===== src/rtl/shift_add_multiplier_pkg.sv =====
`default_nettype none
// ============================================================================
// Module   : shift_add_multiplier_pkg
// Brief    : Shared constants and state encoding for the shift-add
//            multiply-accumulate unit (p = a*b + c).
// Revision : 1.0 - initial release
// ============================================================================
package shift_add_multiplier_pkg;

    localparam int OPERAND_W  = 10;
    localparam int PRODUCT_W  = 2 * OPERAND_W;
    localparam int ITERATIONS = OPERAND_W;

    typedef enum logic [1:0] {
        ST_IDLE = 2'b00,
        ST_CALC = 2'b01,
        ST_ADD  = 2'b10,
        ST_DONE = 2'b11
    } state_t;

endpackage
`default_nettype wire


===== src/rtl/shift_add_multiplier_iter_counter.sv =====
`default_nettype none
// ============================================================================
// Module   : iter_counter
// Brief    : Iteration counter for the shift-add loop. Synchronous clear,
//            increment enable, terminal-count flag when the count is N-1.
// Revision : 1.0 - initial release
// ============================================================================
module iter_counter #(
    parameter int N = 10
) (
    input  logic clk,
    input  logic rst_n,
    input  logic clear,
    input  logic inc,
    output logic tc
);

    localparam int CNT_W = $clog2(N + 1);

    logic [CNT_W-1:0] r_cnt;

    // Count CALC iterations; clear has priority over increment
    always_ff @(posedge clk or negedge rst_n) begin
        if (!rst_n) begin
            r_cnt <= '0;
        end else if (clear) begin
            r_cnt <= '0;
        end else if (inc) begin
            r_cnt <= r_cnt + CNT_W'(1);
        end
    end

    assign tc = (r_cnt == CNT_W'(N - 1));

endmodule
`default_nettype wire


===== src/rtl/shift_add_multiplier.sv =====
`default_nettype none
// ============================================================================
// Module   : shift_add_multiplier
// Brief    : Sequential unsigned multiply-accumulate p = a*b + c, one
//            add-and-shift-right iteration per clock, start/busy/done
//            handshake. Inverse of the restoring divider datapath.
// Revision : 1.0 - initial release
// ============================================================================
module shift_add_multiplier
    import shift_add_multiplier_pkg::*;
#(
    parameter int N = OPERAND_W
) (
    input  logic           clk,
    input  logic           rst_n,
    input  logic           sclr,
    input  logic           start,
    input  logic [N-1:0]   a_in,
    input  logic [N-1:0]   b_in,
    input  logic [N-1:0]   c_in,
    output logic           busy,
    output logic           done,
    output logic [2*N-1:0] p_out
);

    state_t           r_state;
    state_t           w_next;
    logic             w_load;
    logic             w_tc;
    logic [N-1:0]     r_b;
    logic [N-1:0]     r_c;
    logic [N-1:0]     r_q;
    logic [N:0]       r_acc;
    logic [N:0]       w_sum;
    logic [2*N-1:0]   r_p;

    // A new operation is accepted only from IDLE or DONE, and sclr wins
    assign w_load = start && !sclr && ((r_state == ST_IDLE) || (r_state == ST_DONE));

    // r_acc[N] is always zero after a shift, so this equals ACC[N-1:0] + addend
    assign w_sum = r_acc + {1'b0, (r_q[0] ? r_b : {N{1'b0}})};

    iter_counter #(
        .N (N)
    ) u_iter_counter (
        .clk   (clk),
        .rst_n (rst_n),
        .clear (sclr || w_load),
        .inc   (r_state == ST_CALC),
        .tc    (w_tc)
    );

    // State register
    always_ff @(posedge clk or negedge rst_n) begin
        if (!rst_n) begin
            r_state <= ST_IDLE;
        end else begin
            r_state <= w_next;
        end
    end

    // Next-state and Moore outputs
    always_comb begin
        w_next = r_state;
        busy   = 1'b0;
        done   = 1'b0;
        case (r_state)
            ST_IDLE: begin
                if (w_load) w_next = ST_CALC;
            end
            ST_CALC: begin
                busy = 1'b1;
                if (w_tc) w_next = ST_ADD;
            end
            ST_ADD: begin
                busy   = 1'b1;
                w_next = ST_DONE;
            end
            ST_DONE: begin
                done   = 1'b1;
                w_next = w_load ? ST_CALC : ST_IDLE;
            end
            default: w_next = ST_IDLE;
        endcase
        if (sclr) w_next = ST_IDLE;
    end

    // Datapath: operand load, add-and-shift iterations, final addend
    always_ff @(posedge clk or negedge rst_n) begin
        if (!rst_n) begin
            r_b   <= '0;
            r_c   <= '0;
            r_q   <= '0;
            r_acc <= '0;
            r_p   <= '0;
        end else if (sclr) begin
            r_b   <= '0;
            r_c   <= '0;
            r_q   <= '0;
            r_acc <= '0;
            r_p   <= '0;
        end else if (w_load) begin
            r_b   <= b_in;
            r_c   <= c_in;
            r_q   <= a_in;
            r_acc <= '0;
        end else if (r_state == ST_CALC) begin
            r_acc <= {1'b0, w_sum[N:1]};
            r_q   <= {w_sum[0], r_q[N-1:1]};
        end else if (r_state == ST_ADD) begin
            r_p   <= {r_acc[N-1:0], r_q} + {{N{1'b0}}, r_c};
        end
    end

    assign p_out = r_p;

endmodule
`default_nettype wire


===== config.mk =====
export PLATFORM = sky130hd
export DESIGN_NAME = shift_add_multiplier
export DESIGN_NICKNAME = d
export VERILOG_FILES = /design/src/rtl/shift_add_multiplier_pkg.sv /design/src/rtl/shift_add_multiplier_iter_counter.sv /design/src/rtl/shift_add_multiplier.sv
export SDC_FILE = /design/constraint.sdc
export NUM_CORES = 1
export LEC_CHECK = 0
export ABC_CLOCK_PERIOD_IN_PS = 3100
export CORE_MARGIN = 2
export CORE_UTILIZATION = 55
export DETAILED_ROUTE_END_ITERATION = 12
export PLACE_DENSITY = 0.8
export SETUP_SLACK_MARGIN = 0.05
export SLEW_MARGIN = 25
export SYNTH_ARGS = -nofsm -noshare
export SYNTH_HDL_FRONTEND = slang
export SYNTH_SLANG_ARGS = --single-unit

===== constraint.sdc =====
create_clock -name clk -period 3.1 [get_ports clk]
set_input_delay 0.93 -clock clk [delete_from_list [all_inputs] [get_ports clk]]
set_output_delay 0.93 -clock clk [all_outputs]
set_load 0.02 [all_outputs]

==> metrics.txt, run 1 <==
status finished, final reports clean; Clock Latency Late Sink 0.35 ns; PD cells approximately 600 nW/µm²; WP buf/inv 2; Worst Skew a little under 0.008 ns; layout cells sized above 1 0.07738; initial antenna violation count 0; WHS 0.4880 ns; minimum clock period 2.843 ns; CP Max Fanout 6; Tcrit/Tclk final 0.9172; largest net degree at the start of global routing 29; register bit total from synthesis 66; CTS resizes 0; syn avg cell area 9.161 µm²; I/O pin total 56; Worst setup EP type output pin; cell count after placement 587; vias in the first global route 3388; kind of critical path register to output pin; Port Buffers 55; drt via density about 5.8; Clk pin slew, worst setup/hold paths 0.07 ns; non-filler cells, final 603; Nets 562; CP arrival 1.91 ns; Routed Antenna Nets 0; mapped cell area roughly 4100 µm²; Critical Path Max Stage Delay 0.63 ns; WL per Instance 15.85 µm; cell family with most CP delay buffers and inverters; max cap viols 0; Die Height 90 µm; final hold viol count 0; RSZ-0062 raised after global routing no; hold buffers post-CTS 0; # setup viols final 0; Worst Max-Slew Pin Slew 0.5656 ns; CTS buffer count 9; crit-path cells inv_1 -> ha_1 -> clkdlybuf4s50_1; fin util 0.6864; Mapped Nets between 500 and 600; cells after synthesis around 440; Synth Flop Type dfrtp_1; Final Cell Area 4952 µm²; first-pass GRT wire length approximately 16000 µm; synth-to-layout area growth 21.75%; Antenna Cells 0; Vias roughly 3500; CTS tree yes; total track usage 0.2431; FFs w/ async S/R, synth 1.000; Worst EP required 2.17 ns; postcts setup bufs 0; H-Tree Depth 3; row cnt 31; drt total wl 9557 µm; Hold WC Path Type register to register; drt drc 0; cell leakage power 0.002204 µW; number of synthesized flops with an enable pin 0; Iteration-0 DRC Markers 206; overflow left after global routing 0; fill count 576; YS warnings 0; Post-DP Area 4735 µm²; Seq/Total Area, Yosys 0.4060; TNS Setup 0 ns; full die area 8100 µm²; gp weighted congestion 0.8802; fmax ~350 MHz; Critical Path Start Type register; CTS Root Cell clkbuf_8; initial core utilization 0.5638; Clock Sinks 66; Worst slew margin 0.6215; Max VDD drop 0.4461 mV; crit path max-delay cell type clkdlybuf4s50_1; DIE WIDTH around 90 µm; TritonRoute pass-1 iters 5; core area 7214 µm²; Synth cell types 58; deepest clock path buffer count 2; Max Slew Vio Count 0; Detailed Place HPWL 6980 µm
## sequential cells by signal (all words and copies together), names as in the netlist
register              count
r_c                      10
r_b                      10
r_acc                    10
u_iter_counter.r_cnt      4
r_q                      10
p_out                    20
r_state                   2
## through the flow
step | worst slack [ns] | power (µW)
2_1_floorplan | 0.5862 | 1768
3_3_place_gp | 0.5040 | 2034
3_5_place_dp | 0.4376 | 2071
4_1_cts | 0.2643 | 2885
5_1_grt | 0.2066 | 3044
6_report | 0.2567 | 2888
## where the power goes
part           switching, µW  internal (µW)
combinational            570            397
clock                    362            456
sequential               126            976
## routing by layer
layer / vias to the layer above / wire [µm] / GRT usage
met4: 0 / 133 / 0.08590
met1: 1682 / 4628 / 0.3498
met5: - / 0 / 0
met3: 12 / 372 / 0.03688
met2: 94 / 4422 / 0.3759
li1: 1711 / - / -
## final cells by class
class	count	area, µm²	area share
clock buffer	10	127.6	0.02577
tap	99	123.9	0.02501
clock inverter	6	90.09	0.01819
timing repair buffer	69	650.6	0.1314
sequential	66	1652	0.3335
multi-input combinational	343	2271	0.4586
inverter	10	37.54	0.007580
## synthesized netlist by cell type, types with 3 or more instances
| library cell | instances | share of area |
|---|---|---|
| nand2_1 | 78 | 0.072 |
| dfrtp_1 | 66 | 0.41 |
| a21oi_1 | 36 | 0.044 |
| nor2_1 | 30 | 0.028 |
| ha_1 | 27 | 0.083 |
| o21ai_0 | 19 | 0.023 |
| clkbuf_1 | 16 | 0.015 |
| a211oi_1 | 15 | 0.028 |
| mux2i_1 | 14 | 0.034 |
| and2_1 | 12 | 0.018 |
| inv_1 | 9 | 0.0083 |
| nand3_1 | 9 | 0.011 |
| xor2_1 | 9 | 0.019 |
| a21o_1 | 6 | 0.011 |
| nand4_1 | 6 | 0.0092 |
| a31oi_1 | 5 | 0.0077 |
| buf_2 | 5 | 0.0062 |
| nor3_1 | 5 | 0.0062 |
| xnor2_1 | 5 | 0.011 |
| a32o_1 | 4 | 0.0098 |
| nor3b_1 | 4 | 0.0074 |
| o211ai_1 | 4 | 0.0074 |
| o21a_1 | 4 | 0.0074 |
| buf_1 | 3 | 0.0028 |
| nand4b_1 | 3 | 0.0065 |
| o31a_1 | 3 | 0.0065 |
## cells by family after synthesis
| family | count (synthesis) | share of synthesized area |
|---|---|---|
| flops | 66 | 0.4060 |
| buf+inv | 35 | 0.03568 |
| xor+xnor | 14 | 0.03015 |
| fa+ha+maj | 29 | 0.09289 |
| compound gates | 121 | 0.2082 |
| mux | 16 | 0.04183 |
| simple gates | 163 | 0.1852 |
## tightest hold or removal path, delay by kind of cell, from the launching register on
family	cells	cell delay, ns
and+or+nand+nor	1	0.05
DFF	1	0.34
AOI/OAI and AO/OA	1	0.06
## path summary, 6_finish.rpt
check / startpoint / to / slack, ns / cells after the start
setup / recovery: r_state[0]$_DFFE_PN0P_ / busy / 0.26 / 3
hold / removal: p_out[6]$_DFFE_PN0P_ / p_out[6]$_DFFE_PN0P_ / 0.49 / 2
setup reg to reg: r_q[0]$_DFFE_PN0P_ / r_acc[7]$_DFFE_PN0P_ / 0.47 / 8
hold reg to reg: p_out[6]$_DFFE_PN0P_ / p_out[6]$_DFFE_PN0P_ / 0.49 / 2
max in group asynchronous: rst_n / r_q[9]$_DFFE_PN0P_ / 1.86 / 2
min in group asynchronous: rst_n / r_b[5]$_DFFE_PN0N_ / 0.52 / 1
## cell usage in the layout, fill, tap and decap left out, types with 3 or more instances in the layout
cell type and count:
nand2_1 78, dfrtp_1 66, clkdlybuf4s50_1 54, a21oi_1 36, nor2_1 30, ha_1 27, o21ai_0 19, a211oi_1 15
mux2i_1 14, buf_4 14, and2_1 12, inv_1 9, nand3_1 9, xor2_1 9, clkbuf_8 9, a21o_1 6
nand4_1 6, nor3_1 5, a31oi_1 5, xnor2_1 5, nor3b_1 4, o21a_1 4, a32o_1 4, o211ai_1 4
o31a_1 3, nand4b_1 3
Power figures use the tool's default switching activity.
==> run 2, diff against run 1 <==
--- a/config.mk
+++ b/config.mk
@@ -9,6 +9,7 @@
 export CORE_MARGIN = 2
 export CORE_UTILIZATION = 55
 export DETAILED_ROUTE_END_ITERATION = 12
+export HOLD_SLACK_MARGIN = 0.1
 export PLACE_DENSITY = 0.8
 export SETUP_SLACK_MARGIN = 0.05
 export SLEW_MARGIN = 25
==> results of run 2 <==
Final layout, timing and power as in run 1 (identical DEF).
==> RTL edit, RTL diff (flow settings as in run 1) <==
Change the package constant `OPERAND_W` from 10 to 9.
--- a/src/rtl/shift_add_multiplier_pkg.sv
+++ b/src/rtl/shift_add_multiplier_pkg.sv
@@ -8,5 +8,5 @@
 package shift_add_multiplier_pkg;
 
-    localparam int OPERAND_W  = 10;
+    localparam int OPERAND_W  = 9;
     localparam int PRODUCT_W  = 2 * OPERAND_W;
     localparam int ITERATIONS = OPERAND_W;
Ports: changed (resized a_in, b_in, c_in and p_out); port bits go from 56 to 51. The function was not compared with the original's and may differ.
==> RTL edit against run 1 <==
  * Synthesized area fell by 14%
  * Global-route usage fell by 0.083 points
  * Wire length fell by 15%
  * Total power fell by 2.2%
  * Sequential cell count fell by 6
  * Design area fell by 14%
  * Setup slack improved by 0.051 ns
  * Register-to-register slack improved by 0.12 ns
  * Largest cell class unchanged
==> RTL edit: results <==
[synthesis]
yosysSeqAreaShare = 0.431
synthTopCellsByArea = dfrtp_1 (43%), ha_1 (9.0%), a22o_1 (5.0%), nand2_1 (4.7%), mux2i_1 (3.4%)
async_reset_ff_frac = 1.00
synth.distinct_cells = 45
synth_nets = 422
synthTopCellsByCount = dfrtp_1 (60), nand2_1 (44), ha_1 (25)
yosysWarnings = 0

[cells_and_area]
final_area_mm2 = 0.00427
largest_reg_flops = 18
fillers = 478
nets = 477
drive_gt1_frac = 0.0686

[worst_hold_path]
hold_end = p_out[17]$_DFFE_PN0P_
hp-start = p_out[17]$_DFFE_PN0P_

[sta]
timing.fmax_ghz = 0.358
relSlewSlack = 0.492
skew_ns = 0.00903

[pwr]
swShare = 0.369
seq_power_uw = 1050
combPwrFrac = 0.367
peakVddDrop_mv = 0.592
cellLeakagePower_uw = 0.00186
p_clk_frac = 0.262

[grt]
track_usage = 0.242
grt_use_met1 = 0.319
use_met3 = 0.0386
grt_pass1_wl_mm = 13.5
use_met2 = 0.394
grt_pass1_vias = 2882

[clock_tree]
worstSkewPairLatency_ns = 0.35
path_clk_slew_ns = 0.06
postCtsResizedCells = 0
numCtsBuffers = 9

[placement]
pre_cts_slack_ns = 0.392
io_buffers = 50
place_area_mm2 = 0.00407
gp_congestion = 0.815
dpl.hpwl_mm = 5.87

[detailed_routing]
routedWlPerCell_um = 16.3
first_pass_iters = 4
drt_iter0_markers = 154
routed_via_density = 5.80

[run_status]
status = finished clean

[worst_setup_path]
critPathMaxFanout = 5
r2r_start = r_q[0]$_DFFE_PN0P_
r2r_end = r_acc[5]$_DFFE_PN0P_
r2r_cells = 9
critPathMaxStageDelay_ns = 0.61
cp_top_family = buffers and inverters
reg2reg_setup_slack_ns = 0.59
arrival_ns = 1.86
## RTL edit: area by class of cell
type                       count  area share
tap                           75      0.0220
timing repair buffer          57       0.128
multi-input combinational    279       0.440
clock inverter                 1     0.00704
inverter                      12      0.0106
sequential                    60       0.352
clock buffer                  14      0.0405
## RTL edit: layer usage
metal  vias to the layer above  part of all wire
li1                       1404                 -
met1                      1399              0.47
met2                        70              0.47
met3                        16             0.040
met4                         0             0.019
met5                         -                 0
## RTL edit: kinds of logic (layout without fill, tap and decap cells)
kind of cell | Yosys count | after routing | share of synthesized area
compound gates | 106 | 106 | 0.197
fa+ha+maj | 27 | 27 | 0.101
buf+inv | 25 | 84 | 0.0298
simple gates | 116 | 116 | 0.161
mux | 12 | 12 | 0.0345
flops | 60 | 60 | 0.431
xor+xnor | 18 | 18 | 0.0453
## RTL edit: metrics by stage
stage	cells	hold WS [ns]
after CTS	498	0.484
after global routing	498	0.509
after global placement	483	0.463
final	498	0.484
after detailed placement	483	0.469
after floorplan	364	0.458
